[src/rtl/ps2_mouse_rx.sv]
// PS/2 mouse receiver: synchronises and filters the PS/2 clock, deframes
// 11-bit frames, assembles 3-byte movement packets and integrates them into
// a saturating cursor position with button state.
// Optional feature: define PS2_PARITY_CHECK_EN to reject bytes whose odd
// parity fails; otherwise the parity bit is clocked through and ignored.
// Handshake: pkt_valid and frame_err are single-cycle strobes with no ready;
// xpos/ypos/left/right are stable whenever pkt_valid is low.
module ps2_mouse_rx #(
  parameter int FILTER_LEN  = 8,
  parameter int TIMEOUT_CYC = 100000,
  parameter int X_MAX       = 799,
  parameter int Y_MAX       = 599
) (
  input  logic        clk,
  input  logic        rst,
  input  logic        ps2_clk,
  input  logic        ps2_data,
  output logic [11:0] xpos,
  output logic [11:0] ypos,
  output logic        left,
  output logic        right,
  output logic        pkt_valid,
  output logic        frame_err
);

  localparam int FW = (FILTER_LEN > 1) ? $clog2(FILTER_LEN + 1) : 1;
  localparam int TW = $clog2(TIMEOUT_CYC + 1);
  localparam logic signed [12:0] X_MAX_S = 13'(X_MAX);
  localparam logic signed [12:0] Y_MAX_S = 13'(Y_MAX);
  localparam logic [11:0] X_RST = 12'((X_MAX + 1) / 2);
  localparam logic [11:0] Y_RST = 12'((Y_MAX + 1) / 2);

  typedef enum logic [1:0] {IDLE, DATA, PARITY, STOP} state_t;

  logic          clk_s1_q, clk_s2_q, dat_s1_q, dat_s2_q;
  logic          filt_clk_q, filt_clk_d;
  logic [FW-1:0] filt_cnt_q, filt_cnt_d;
  logic          fall_now;
  state_t        state_q, state_d;
  logic [2:0]    bit_cnt_q, bit_cnt_d;
  logic [7:0]    shift_q, shift_d;
`ifdef PS2_PARITY_CHECK_EN
  logic          parity_q, parity_d;
`endif
  logic          byte_done, byte_ok;
  logic [1:0]    pkt_idx_q, pkt_idx_d;
  // Byte 0 fields kept: {y_ovf, x_ovf, y_sign, x_sign, right, left}
  logic [5:0]    b0_q, b0_d;
  logic [7:0]    b1_q, b1_d;
  logic [TW-1:0] tmo_q, tmo_d;
  logic          timeout;
  logic [11:0]   xpos_q, xpos_d, ypos_q, ypos_d;
  logic          left_q, left_d, right_q, right_d;
  logic          pkt_valid_q, pkt_valid_d, frame_err_q, frame_err_d;
  logic signed [12:0] dx_s, dy_s, x_sum, y_sum;
  logic [11:0]   x_sat, y_sat;

  // Two-flop synchronisers for both asynchronous PS/2 lines
  always_ff @(posedge clk) begin
    if (rst) begin
      clk_s1_q <= 1'b1;
      clk_s2_q <= 1'b1;
      dat_s1_q <= 1'b1;
      dat_s2_q <= 1'b1;
    end else begin
      clk_s1_q <= ps2_clk;
      clk_s2_q <= clk_s1_q;
      dat_s1_q <= ps2_data;
      dat_s2_q <= dat_s1_q;
    end
  end

  // Glitch filter: flip the filtered clock after FILTER_LEN differing samples
  always_comb begin
    filt_clk_d = filt_clk_q;
    filt_cnt_d = '0;
    fall_now   = 1'b0;
    if (clk_s2_q != filt_clk_q) begin
      if (filt_cnt_q == FW'(FILTER_LEN - 1)) begin
        filt_clk_d = clk_s2_q;
        fall_now   = filt_clk_q;
      end else begin
        filt_cnt_d = filt_cnt_q + FW'(1);
      end
    end
  end

  // Idle watchdog: runs while a frame or packet is partially received
  always_comb begin
    tmo_d   = '0;
    timeout = 1'b0;
    if (((state_q != IDLE) || (pkt_idx_q != 2'd0)) && !fall_now) begin
      if (tmo_q == TW'(TIMEOUT_CYC - 1)) begin
        timeout = 1'b1;
      end else begin
        tmo_d = tmo_q + TW'(1);
      end
    end
  end

  // Frame FSM next state: start, 8 data bits LSB first, parity, stop
  always_comb begin
    state_d   = state_q;
    bit_cnt_d = bit_cnt_q;
    shift_d   = shift_q;
`ifdef PS2_PARITY_CHECK_EN
    parity_d  = parity_q;
`endif
    byte_done = 1'b0;
    if (timeout) begin
      state_d = IDLE;
    end else if (fall_now) begin
      case (state_q)
        IDLE: begin
          if (!dat_s2_q) begin
            state_d   = DATA;
            bit_cnt_d = 3'd0;
          end
        end
        DATA: begin
          shift_d   = {dat_s2_q, shift_q[7:1]};
          bit_cnt_d = bit_cnt_q + 3'd1;
          if (bit_cnt_q == 3'd7) state_d = PARITY;
        end
        PARITY: begin
`ifdef PS2_PARITY_CHECK_EN
          parity_d = dat_s2_q;
`endif
          state_d  = STOP;
        end
        STOP: begin
          byte_done = 1'b1;
          state_d   = IDLE;
        end
        default: state_d = IDLE;
      endcase
    end
  end

  // Byte acceptance: stop bit high, plus odd parity when checking is enabled
  always_comb begin
`ifdef PS2_PARITY_CHECK_EN
    byte_ok = dat_s2_q && (^{shift_q, parity_q});
`else
    byte_ok = dat_s2_q;
`endif
  end

  // Position arithmetic at 13-bit signed width with saturation
  always_comb begin
    dx_s  = {{4{b0_q[2]}}, b0_q[2], b1_q};
    dy_s  = {{4{b0_q[3]}}, b0_q[3], shift_q};
    x_sum = $signed({1'b0, xpos_q}) + dx_s;
    y_sum = $signed({1'b0, ypos_q}) - dy_s;
    if (x_sum < 13'sd0)        x_sat = 12'd0;
    else if (x_sum > X_MAX_S)  x_sat = 12'(X_MAX);
    else                       x_sat = x_sum[11:0];
    if (y_sum < 13'sd0)        y_sat = 12'd0;
    else if (y_sum > Y_MAX_S)  y_sat = 12'(Y_MAX);
    else                       y_sat = y_sum[11:0];
  end

  // Packet assembler: resyncs on byte 0 bit 3, publishes on byte 2
  always_comb begin
    pkt_idx_d   = pkt_idx_q;
    b0_d        = b0_q;
    b1_d        = b1_q;
    xpos_d      = xpos_q;
    ypos_d      = ypos_q;
    left_d      = left_q;
    right_d     = right_q;
    pkt_valid_d = 1'b0;
    frame_err_d = 1'b0;
    if (timeout) begin
      pkt_idx_d   = 2'd0;
      frame_err_d = 1'b1;
    end else if (byte_done) begin
      if (!byte_ok) begin
        pkt_idx_d   = 2'd0;
        frame_err_d = 1'b1;
      end else begin
        case (pkt_idx_q)
          2'd0: begin
            if (shift_q[3]) begin
              b0_d      = {shift_q[7:4], shift_q[1:0]};
              pkt_idx_d = 2'd1;
            end
          end
          2'd1: begin
            b1_d      = shift_q;
            pkt_idx_d = 2'd2;
          end
          default: begin
            pkt_idx_d   = 2'd0;
            pkt_valid_d = 1'b1;
            left_d      = b0_q[0];
            right_d     = b0_q[1];
            if (!b0_q[4]) xpos_d = x_sat;
            if (!b0_q[5]) ypos_d = y_sat;
          end
        endcase
      end
    end
  end

  // State registers
  always_ff @(posedge clk) begin
    if (rst) begin
      filt_clk_q  <= 1'b1;
      filt_cnt_q  <= '0;
      state_q     <= IDLE;
      bit_cnt_q   <= 3'd0;
      shift_q     <= 8'd0;
`ifdef PS2_PARITY_CHECK_EN
      parity_q    <= 1'b0;
`endif
      pkt_idx_q   <= 2'd0;
      b0_q        <= 6'd0;
      b1_q        <= 8'd0;
      tmo_q       <= '0;
      xpos_q      <= X_RST;
      ypos_q      <= Y_RST;
      left_q      <= 1'b0;
      right_q     <= 1'b0;
      pkt_valid_q <= 1'b0;
      frame_err_q <= 1'b0;
    end else begin
      filt_clk_q  <= filt_clk_d;
      filt_cnt_q  <= filt_cnt_d;
      state_q     <= state_d;
      bit_cnt_q   <= bit_cnt_d;
      shift_q     <= shift_d;
`ifdef PS2_PARITY_CHECK_EN
      parity_q    <= parity_d;
`endif
      pkt_idx_q   <= pkt_idx_d;
      b0_q        <= b0_d;
      b1_q        <= b1_d;
      tmo_q       <= tmo_d;
      xpos_q      <= xpos_d;
      ypos_q      <= ypos_d;
      left_q      <= left_d;
      right_q     <= right_d;
      pkt_valid_q <= pkt_valid_d;
      frame_err_q <= frame_err_d;
    end
  end

  assign xpos      = xpos_q;
  assign ypos      = ypos_q;
  assign left      = left_q;
  assign right     = right_q;
  assign pkt_valid = pkt_valid_q;
  assign frame_err = frame_err_q;

endmodule

[config.mk]
export PLATFORM = sky130hd
export DESIGN_NAME = ps2_mouse_rx
export DESIGN_NICKNAME = d
export VERILOG_FILES = /design/src/rtl/ps2_mouse_rx.sv
export SDC_FILE = /design/constraint.sdc
export NUM_CORES = 1
export LEC_CHECK = 0
export BUFFER_PORTS_ARGS = -buffer_cell sky130_fd_sc_hd__clkbuf_2
export CORE_UTILIZATION = 40
export CTS_BUF_LIST = sky130_fd_sc_hd__clkbuf_8
export DETAILED_ROUTE_END_ITERATION = 7
export HOLD_SLACK_MARGIN = 0.15
export SYNTH_ARGS = -nofsm -noshare
export SYNTH_HDL_FRONTEND = slang
export SYNTH_SLANG_ARGS = --single-unit
[constraint.sdc]
create_clock -name clk -period 3.3 [get_ports clk]
set_clock_uncertainty 0.05 [all_clocks]
set_input_delay 0.495 -clock clk [delete_from_list [all_inputs] [get_ports clk]]
set_output_delay 0.495 -clock clk [all_outputs]
set_load 0.005 [all_outputs]
[Word level (Yosys, flattened, before mapping)]
Index checks and enable logic that the tools add are counted.
Word-level totals
  output and inout port bits: 28
  bits in writable memories: 0
  flip-flop bits (word level): 83
  logic and storage cells: 93
  memories: 0
  bits in latches: 0
  input bits: 4
  memory bits (read-only): 0
Cells by class
  div/mod/pow operators: 0
  multiplexer cells: 23
  add/subtract/negate cells: 5
  $mul: 0
  eq/ne operators: 11
  reductions and logical operators: 23
  $lt $le $gt $ge: 4
  bitwise operators: 8
  shift operators: 0
Operators with widths (count)
  $mux W12: 4
  $gt A13 B11 Y1 const B: 2
  $lt A13 B1 Y1 const B: 2
  $add A17 B1 Y17 const B: 1
  $eq A17 B17 Y1 const B: 1
  $reduce_and A5 Y1: 3
  $add A13 B9 Y13: 1
  $sub A13 B9 Y13: 1
  $reduce_and A4 Y1: 3
  $mux W1: 11
  $mux W2: 4
  $not A1 Y1: 8
  $pmux W2 S4: 1
  $pmux W3 S2: 1
  $reduce_and A3 Y1: 2
  $reduce_bool A2 Y1: 3
  $reduce_or A3 Y1: 2
  $add A4 B1 Y4 const B: 1
  $eq A2 B1 Y1 const B: 2
  $eq A2 B2 Y1 const B: 2
  $eq A4 B3 Y1 const B: 1
  $logic_not A2 Y1: 2
  $ne A2 B2 Y1 const B: 2
  $pmux W2 S2: 1
  other kinds (11): 13

[Longest topological paths before layout]
Gate-level depths: netlist (run 1).
  word-level depth: 9
  mapped depth: 11
  gate-level depth less buffers: 10

[Worst setup path before layout (run 1)]
Ideal clock, no wire load.
  kind: flip-flop to flip-flop
  start: register xpos_q[0] (netlist: xpos[0])
  end: register xpos_q[7] (netlist: xpos[7])
  required time: 3128 ps
  library setup time: 122 ps
  path buffers: 0
  arrival time: 2549 ps
  stages on the path, launching flop included: 11
  path slack: 579 ps
  period minus slack after synthesis: 2721 ps
  cell sequence: dfxtp_1 -> ha_1 -> inv_1 -> fa_1 -> nand2b_1 -> a21oi_1 -> o21bai_1 -> and4_1 -> nor3_1 -> a22oi_2 -> a221o_1
Between the ends
  word-level cells in the longest chain between the ends: 4
  elaborated cells between the ends (all ways): 5
  classes of those cells: 1 x add/sub; 2 x order compare; 2 x mux
RTL lines
  start: declaration: RTL line 52  | logic [11:0] xpos_q, xpos_d, ypos_q, ypos_d;
  start signal: assignment: RTL line 240  | xpos_q <= xpos_d;
  $add A13 B9 Y13 *: RTL line 153  | x_sum = $signed({1'b0, xpos_q}) + dx_s;
  $gt A13 B11 Y1: RTL line 156  | else if (x_sum > X_MAX_S) x_sat = 12'(X_MAX);
  $mux W12: RTL line 156
  $mux W12 *: RTL line 155  | if (x_sum < 13'sd0) x_sat = 12'd0;
Every way passes the cells marked *; elsewhere a longest branch is shown, timed or not.
A chain may end at the register's enable or synchronous reset.

[Worst setup path after layout (run 1)]
  start: register ypos_q[0] (netlist: ypos[0])
  end: register ypos_q[3] (netlist: ypos[3])
Between the ends
  word-level cells in the longest chain between the ends: 4
  elaborated cells between the ends (all ways): 5
  classes of those cells: 1 x add/sub; 2 x order compare; 2 x mux
RTL lines
  start: declaration: RTL line 52
  start signal: assignment: RTL line 241  | ypos_q <= ypos_d;
  $sub A13 B9 Y13 *: RTL line 154  | y_sum = $signed({1'b0, ypos_q}) - dy_s;
  $gt A13 B11 Y1: RTL line 159  | else if (y_sum > Y_MAX_S) y_sat = 12'(Y_MAX);
  $mux W12: RTL line 159
  $mux W12 *: RTL line 158  | if (y_sum < 13'sd0) y_sat = 12'd0;
Marked as above.

==> flow_summary.yaml, run 1 <==
run_status:
  outcome: "finished clean"
cells_and_area:
  drive_above_1_share_pct: 12.84
  final_common_cell: "nor2_1"
  design_area_mm2: 0.004937
  area_growth_pct: 10.13
  fin_nets: 588
  fin_cells: 693
  final_cell_mix: "nor2_1, dfxtp_1, a21oi_1, ha_1, clkbuf_2"
  diodes: 0
sta:
  fin_crit_sh_pct: 89.46
  finalHoldViolCount: 0
  fmax_ghz: 0.3387
  slew_headroom_pct: 57.99
  fin_crit_ns: 2.952
  fin_tns_setup_ns: 0
  rsz0062_at_grt: "false"
  setup_viol: 0
  worst_pin_slew_ns: 0.6283
  setup_ws_ns: 0.3477
  report.final.slew_viol_count: 0
setup_path:
  path_cells: "inv_1 > ha_1 > fa_1 > nor2b_1 > o211ai_2 > a2111oi_2 > o41ai_1 > mux2i_1 > buf_4 > a211oi_2 > a221o_1"
  critPathMaxStageDelay_ns: 0.43
  cp-start-kind: "flop"
  required_ns: 3.49
  end_kind: "flop"
  crit_arrival_ns: 3.15
  critPathKind: "flop to flop"
  r2r_start: "ypos[0]$_SDFFE_PP0P_"
  rr_worst_depth: 11
  rrSetupSlack_ns: 0.35
  crit_path_max_fanout: 5
  cp_slowest_cell: "a2111oi_2"
  r2r-end: "ypos[3]$_SDFFE_PP1P_"
route:
  avgRoutedWirePerCell_um: 13.10
  vias: 3629
  via_per_inst: 5.237
  routed_wirelength_um: 9079
  drt_first_pass_iters: 4
  drc: 0
  ant_nets: 0
  drt_iter0_markers: 162
power_and_ir_drop:
  power_density_mw_per_mm2: 347.8
  total_leakage_power_nw: 2.109
  vdd_ir_drop_max_v: 0.0002129
logic_synthesis:
  yosys.area.top_type: "dfxtp_1"
  synth_cell_type_count: 63
  synth-async-reset-ratio_pct: 0
  syn_nets: 560
  syn_inst: 522
  synth_edf_count: 0
  syn_area_mm2: 0.004483
  synth_top_area_share_pct: 37.06
  ys_ff_latch: 83
  synth_ff_type: "dfxtp_1"
  avgSynthCellArea_um2: 8.588
  synth_area_leaders: "dfxtp_1, ha_1, nor2_1, a21oi_1, mux2i_1"
  yosysSeqAreaShare_pct: 37.06
  ys_warn_count: 0
global_route:
  overflow: 0
  grt_max_degree: 44
  track_usage_pct: 17.33
  antenna_found_initial: 0
  first_global_vias: 3417
  grt_pass1_wl_um: 15840
clock_tree:
  cts_tree: "yes"
  cts_buffer_depth: 2
  h-tree-depth: 3
  clk_pin_slew_ns: 0.08
  cts_buffers: 9
  post-cts-setup-buffers: 0
  cts_root_buf: "clkbuf_8"
  clkLatencyLatePin_ns: 0.35
  clock_sinks: 83
hold_path:
  hp-class: "input port to flop"
  hp-start: "ps2_clk"
  hold_path_end: "clk_s1_q$_SDFF_PP1_"
  whs_path_depth: 2
die:
  core_area_mm2: 0.01089
  fp.dieH_um: 107.9
  die_area_mm2: 0.01163
  die_w_um: 107.9
  num_io_pins: 32
  floorplan.initialDensity_pct: 41.17
  rows: 38
run:
  drv_cap: 0
place:
  dp_hpwl_um: 6857
  pre_cts_ws_ns: 0.3075
  placed_cell_area_mm2: 0.004752
  gp_congestion: 0.8418
  portBuffers: 31
  dpl.cell_count: 679
==> metal layers <==
metal	global-route usage [%]	wire, um
met4	5.675	106
met3	4.116	264
met1	22.92	4562
met5	0	0
met2	27.61	4146
==> synthesized netlist by cell type, types with 4 or more instances <==
library cell,n
nor2_1,85
dfxtp_1,83
a21oi_1,46
ha_1,32
nand2_1,29
inv_1,24
nand3_1,18
mux2i_1,16
xnor2_1,16
xor2_1,16
and3_1,14
clkbuf_1,14
o21ai_0,10
or2_2,9
a211oi_1,7
a21o_1,7
o211ai_1,7
nand4_1,6
nor2b_1,6
a221oi_1,5
a31oi_1,5
nor3_1,5
nand2b_1,4
==> what timing repair did <==
| item | 4_1_cts | 5_1_grt |
|---|---|---|
| hold buffers | 0 | 0 |
| resized for setup | 0 | 1 |
| setup endpoints to repair | 0 | 7 |
==> state kept, by name, summed over array words and instances (netlist names), 2 cells and up <==
register and cells:
state_q 2, ypos 12, tmo_q 17, filt_cnt_q 4
pkt_idx_q 2, bit_cnt_q 3, b1_q 8, shift_q 8
xpos 12, b0_q 6
==> worst max-delay path: cells and delay by family (launching register included) <==
kind	cells	cell delay, ns
AOI/OAI and AO/OA	5	1.10
adders and majority gates	2	0.60
DFF	1	0.36
muxes	1	0.26
buffers and inverters	2	0.25
and+or+nand+nor	1	0.22
==> kinds of logic after synthesis <==
logic type | after synthesis | share of synthesized area [%]
fa+ha+maj | 34 | 9.824
flops | 83 | 37.06
mux | 16 | 3.572
xor+xnor | 32 | 6.252
compound gates | 117 | 17.75
simple gates | 197 | 21.41
buf+inv | 43 | 4.130
==> worst max-delay path by stage <==
stage,endpoint,cells past startpoint,start,slack [ns]
5_1_grt,xpos[1]$_SDFFE_PP0P_,10,xpos[0]$_SDFFE_PP0P_,0.08
3_5_place_dp,xpos[7]$_SDFFE_PP1P_,10,xpos[0]$_SDFFE_PP0P_,0.31
6_report,ypos[3]$_SDFFE_PP1P_,11,ypos[0]$_SDFFE_PP0P_,0.35
2_1_floorplan,xpos[7]$_SDFFE_PP1P_,10,xpos[0]$_SDFFE_PP0P_,0.58
4_1_cts,xpos[2]$_SDFFE_PP0P_,10,xpos[0]$_SDFFE_PP0P_,0.30
3_3_place_gp,xpos[7]$_SDFFE_PP1P_,10,xpos[0]$_SDFFE_PP0P_,0.40
==> final cells by class <==
type	instances	area [um2]
fillers	1075	5951
well taps	140	175.2
repair buffers	35	185.2
clock inverters	5	56.30
clock buffers	9	123.9
flip-flops and latches	83	1662
inverters	25	93.84
multi-input cells	396	2641
==> stage by stage <==
stage	utilization [%]	total power (W)	hold slack, ns
after floorplan	-	0.001042	0.3395
after global placement	43.65	0.001049	0.3474
after detailed placement	43.65	0.001049	0.3447
after CTS	45.30	0.001745	0.2656
after global routing	45.35	0.001799	0.2623
final	45.35	0.001717	0.2816
==> where the power goes <==
part	internal [W]	switching, W
clock	0.000340	0.000352
sequential	0.00100	0.00000179
combinational	0.00000498	0.0000155
total	0.00135	0.000369
No activity file was read; power rests on OpenSTA's default activity.
==> inputs of run 2 (changes only) <==
--- a/config.mk
+++ b/config.mk
@@ -6,10 +6,11 @@
 export NUM_CORES = 1
 export LEC_CHECK = 0
 export BUFFER_PORTS_ARGS = -buffer_cell sky130_fd_sc_hd__clkbuf_2
-export CORE_UTILIZATION = 40
+export CORE_UTILIZATION = 58
 export CTS_BUF_LIST = sky130_fd_sc_hd__clkbuf_8
 export DETAILED_ROUTE_END_ITERATION = 7
 export HOLD_SLACK_MARGIN = 0.15
+export PLACE_DENSITY = 0.77
 export SYNTH_ARGS = -nofsm -noshare
 export SYNTH_HDL_FRONTEND = slang
 export SYNTH_SLANG_ARGS = --single-unit
==> run 2 against run 1 <==
Net effect: combinational power fell by 2%; critical path type unchanged; highest routed layer unchanged; register-to-register slack gained 0.02 ns; final area decreased by 0.43%; die area down 31%; sequential share of layout area up 0.15 points; critical path depth stayed put; final cell count shrank 5.6%; total power up 4.7%; via count grew 4.1%; wire length rose by 1.8%; clock power rose by 12%.
==> flow_summary.yaml, run 2 (synthesis results as in run 1) <==
route:
  routed-wl-met2_um: 4185
  met1_length_um: 4447
  ant_nets: 0
  dr.max_layer_used: "met4"
  met3WireLength_um: 425
  vias: 3778
  routed_wirelength_um: 9239
  via_per_inst: 5.777
  drt_iter0_markers: 210
  drc: 0
  avgRoutedWirePerCell_um: 14.13
  drt_first_pass_iters: 5
sta:
  rsz0062_at_grt: "false"
  fmax_ghz: 0.3406
  report.final.slew_viol_count: 0
  slew_headroom_pct: 57.25
  worst_pin_slew_ns: 0.6393
  fin_crit_sh_pct: 88.97
  setup_viol: 0
  fin_tns_setup_ns: 0
  fin_crit_ns: 2.936
  finalHoldViolCount: 0
power_and_ir_drop:
  power_density_mw_per_mm2: 365.6
  vdd_ir_drop_max_v: 0.0002236
  p_sw_w: 0.0004112
  pwr-share-comb_pct: 1.1
  intPower_w: 0.001386
  p_clk_share_pct: 43.0
  seq_power_share_pct: 55.9
  netSwitchingFraction_pct: 22.88
  total_leakage_power_nw: 2.121
cells_and_area:
  n_fill_cell: 605
  fin_nets: 588
  drive_above_1_share_pct: 13.15
  final_common_cell: "nor2_1"
  top_register: "tmo_q"
  fin_cells: 654
  area_growth_pct: 9.657
  largest_reg_flops: 17
  final_cell_mix: "nor2_1, dfxtp_1, a21oi_1, ha_1, clkbuf_2"
  diodes: 0
  fin_util_pct: 66.71
die:
  fp.dieH_um: 89.92
  num_io_pins: 32
  die_area_mm2: 0.008085
  die_w_um: 89.92
  floorplan.initialDensity_pct: 60.83
  core_area_mm2: 0.007370
  rows: 31
setup_path:
  r2r_start: "ypos[0]$_SDFFE_PP0P_"
  crit_arrival_ns: 3.15
  crit_buf_inv: 2
  critPathKind: "flop to flop"
  rrSetupSlack_ns: 0.36
  crit_path_max_fanout: 6
  critPathTopFamily: "compound AO/OA/AOI/OAI gates"
  cp-start-kind: "flop"
  rr_worst_depth: 11
  path_cells: "inv_1 > ha_1 > fa_1 > nor2b_1 > o211ai_2 > a2111oi_2 > o41ai_1 > mux2i_1 > buf_4 > o21ba_1 > a221o_1"
  cp_slowest_cell: "a2111oi_2"
  required_ns: 3.51
  critPathMaxStageDelay_ns: 0.43
  r2r-end: "ypos[5]$_SDFFE_PP1P_"
  end_kind: "flop"
run_status:
  outcome: "finished clean"
clock_tree:
  cts_buffer_depth: 2
  cts_buffers: 9
  clock_sinks: 83
  clkLatencyLatePin_ns: 0.36
  clk_pin_slew_ns: 0.09
  cts_tree: "yes"
  h-tree-depth: 3
  cts_root_buf: "clkbuf_8"
global_route:
  track_usage_pct: 24.70
  grt_pass1_wl_um: 16460
  overflow: 0
  antenna_found_initial: 0
  grt_max_degree: 44
  first_global_vias: 3613
place:
  dp_hpwl_um: 6783
  portBuffers: 31
  gp_congestion: 0.9032
  dpl.cell_count: 638
hold_path:
  hold_path_end: "dat_s1_q$_SDFF_PP1_"
  hp-start: "ps2_data"
  whs_path_depth: 2
  hp-class: "input port to flop"
run:
  drv_cap: 0
## run 2: what timing repair did
| action | CTS | global route |
|---|---|---|
| hold buffers | 0 | 0 |
| buffers inserted | 0 | 0 |
| resized for setup | 0 | 1 |
| endpoints found under the setup margin | 0 | 5 |
## run 2: cell type report
type / count / area (um2) / share of cell area (%)
Inverter: 25 / 93.84 / 1.909
Clock buffer: 10 / 137.6 / 2.800
Tap cell: 99 / 123.9 / 2.520
Multi-Input combinational cell: 396 / 2641 / 53.73
Timing Repair Buffer: 35 / 185.2 / 3.767
Sequential cell: 83 / 1662 / 33.80
Clock inverter: 6 / 72.57 / 1.476
## run 2: routing by layer
layer | track usage, % | vias up
met5 | 0 | -
met4 | 11.02 | 0
met3 | 4.484 | 16
met2 | 38.40 | 84
met1 | 33.53 | 1774
li1 | - | 1904
## run 2: how the worst max path moves through the flow
stage / startpoint / end / slack [ns] / depth (start not counted)
global placement: xpos[0]$_SDFFE_PP0P_ / xpos[7]$_SDFFE_PP1P_ / 0.43 / 10
CTS: xpos[0]$_SDFFE_PP0P_ / xpos[2]$_SDFFE_PP0P_ / 0.26 / 10
global route: ypos[0]$_SDFFE_PP0P_ / ypos[5]$_SDFFE_PP1P_ / 0.08 / 11
finish: ypos[0]$_SDFFE_PP0P_ / ypos[5]$_SDFFE_PP1P_ / 0.36 / 11
floorplan: xpos[0]$_SDFFE_PP0P_ / xpos[7]$_SDFFE_PP1P_ / 0.58 / 10
detailed placement: xpos[0]$_SDFFE_PP0P_ / xpos[7]$_SDFFE_PP1P_ / 0.29 / 10
## run 2: stage by stage
| stage | instance area [um2] | power [W] | hold slack [ns] | setup slack, ns |
|---|---|---|---|---|
| final | 4916 | 0.001797 | 0.2533 | 0.3639 |
| after detailed placement | 4701 | 0.001049 | 0.3496 | 0.2947 |
| after global placement | 4701 | 0.001048 | 0.3469 | 0.4293 |
| after CTS | 4911 | 0.001810 | 0.2426 | 0.2633 |
| after floorplan | 4483 | 0.001042 | 0.3395 | 0.5792 |
| after global routing | 4916 | 0.001865 | 0.2437 | 0.07760 |
## run 2: power by group through the flow
stage                     Clock (W)  Sequential, W  Combinational, W
after global routing       0.000837        0.00101         0.0000224
after CTS                  0.000785        0.00100         0.0000201
final                      0.000773        0.00100         0.0000199
after detailed placement          0        0.00103         0.0000202
after floorplan                   0        0.00103         0.0000143
after global placement            0        0.00103         0.0000194
## run 2: worst reg2reg max path: cells and delay by family (launching register included)
family | cells | cell delay, ns
mux | 1 | 0.20
compound gates | 5 | 1.18
buf+inv | 2 | 0.22
flops | 1 | 0.36
simple gates | 1 | 0.23
fa+ha+maj | 2 | 0.60
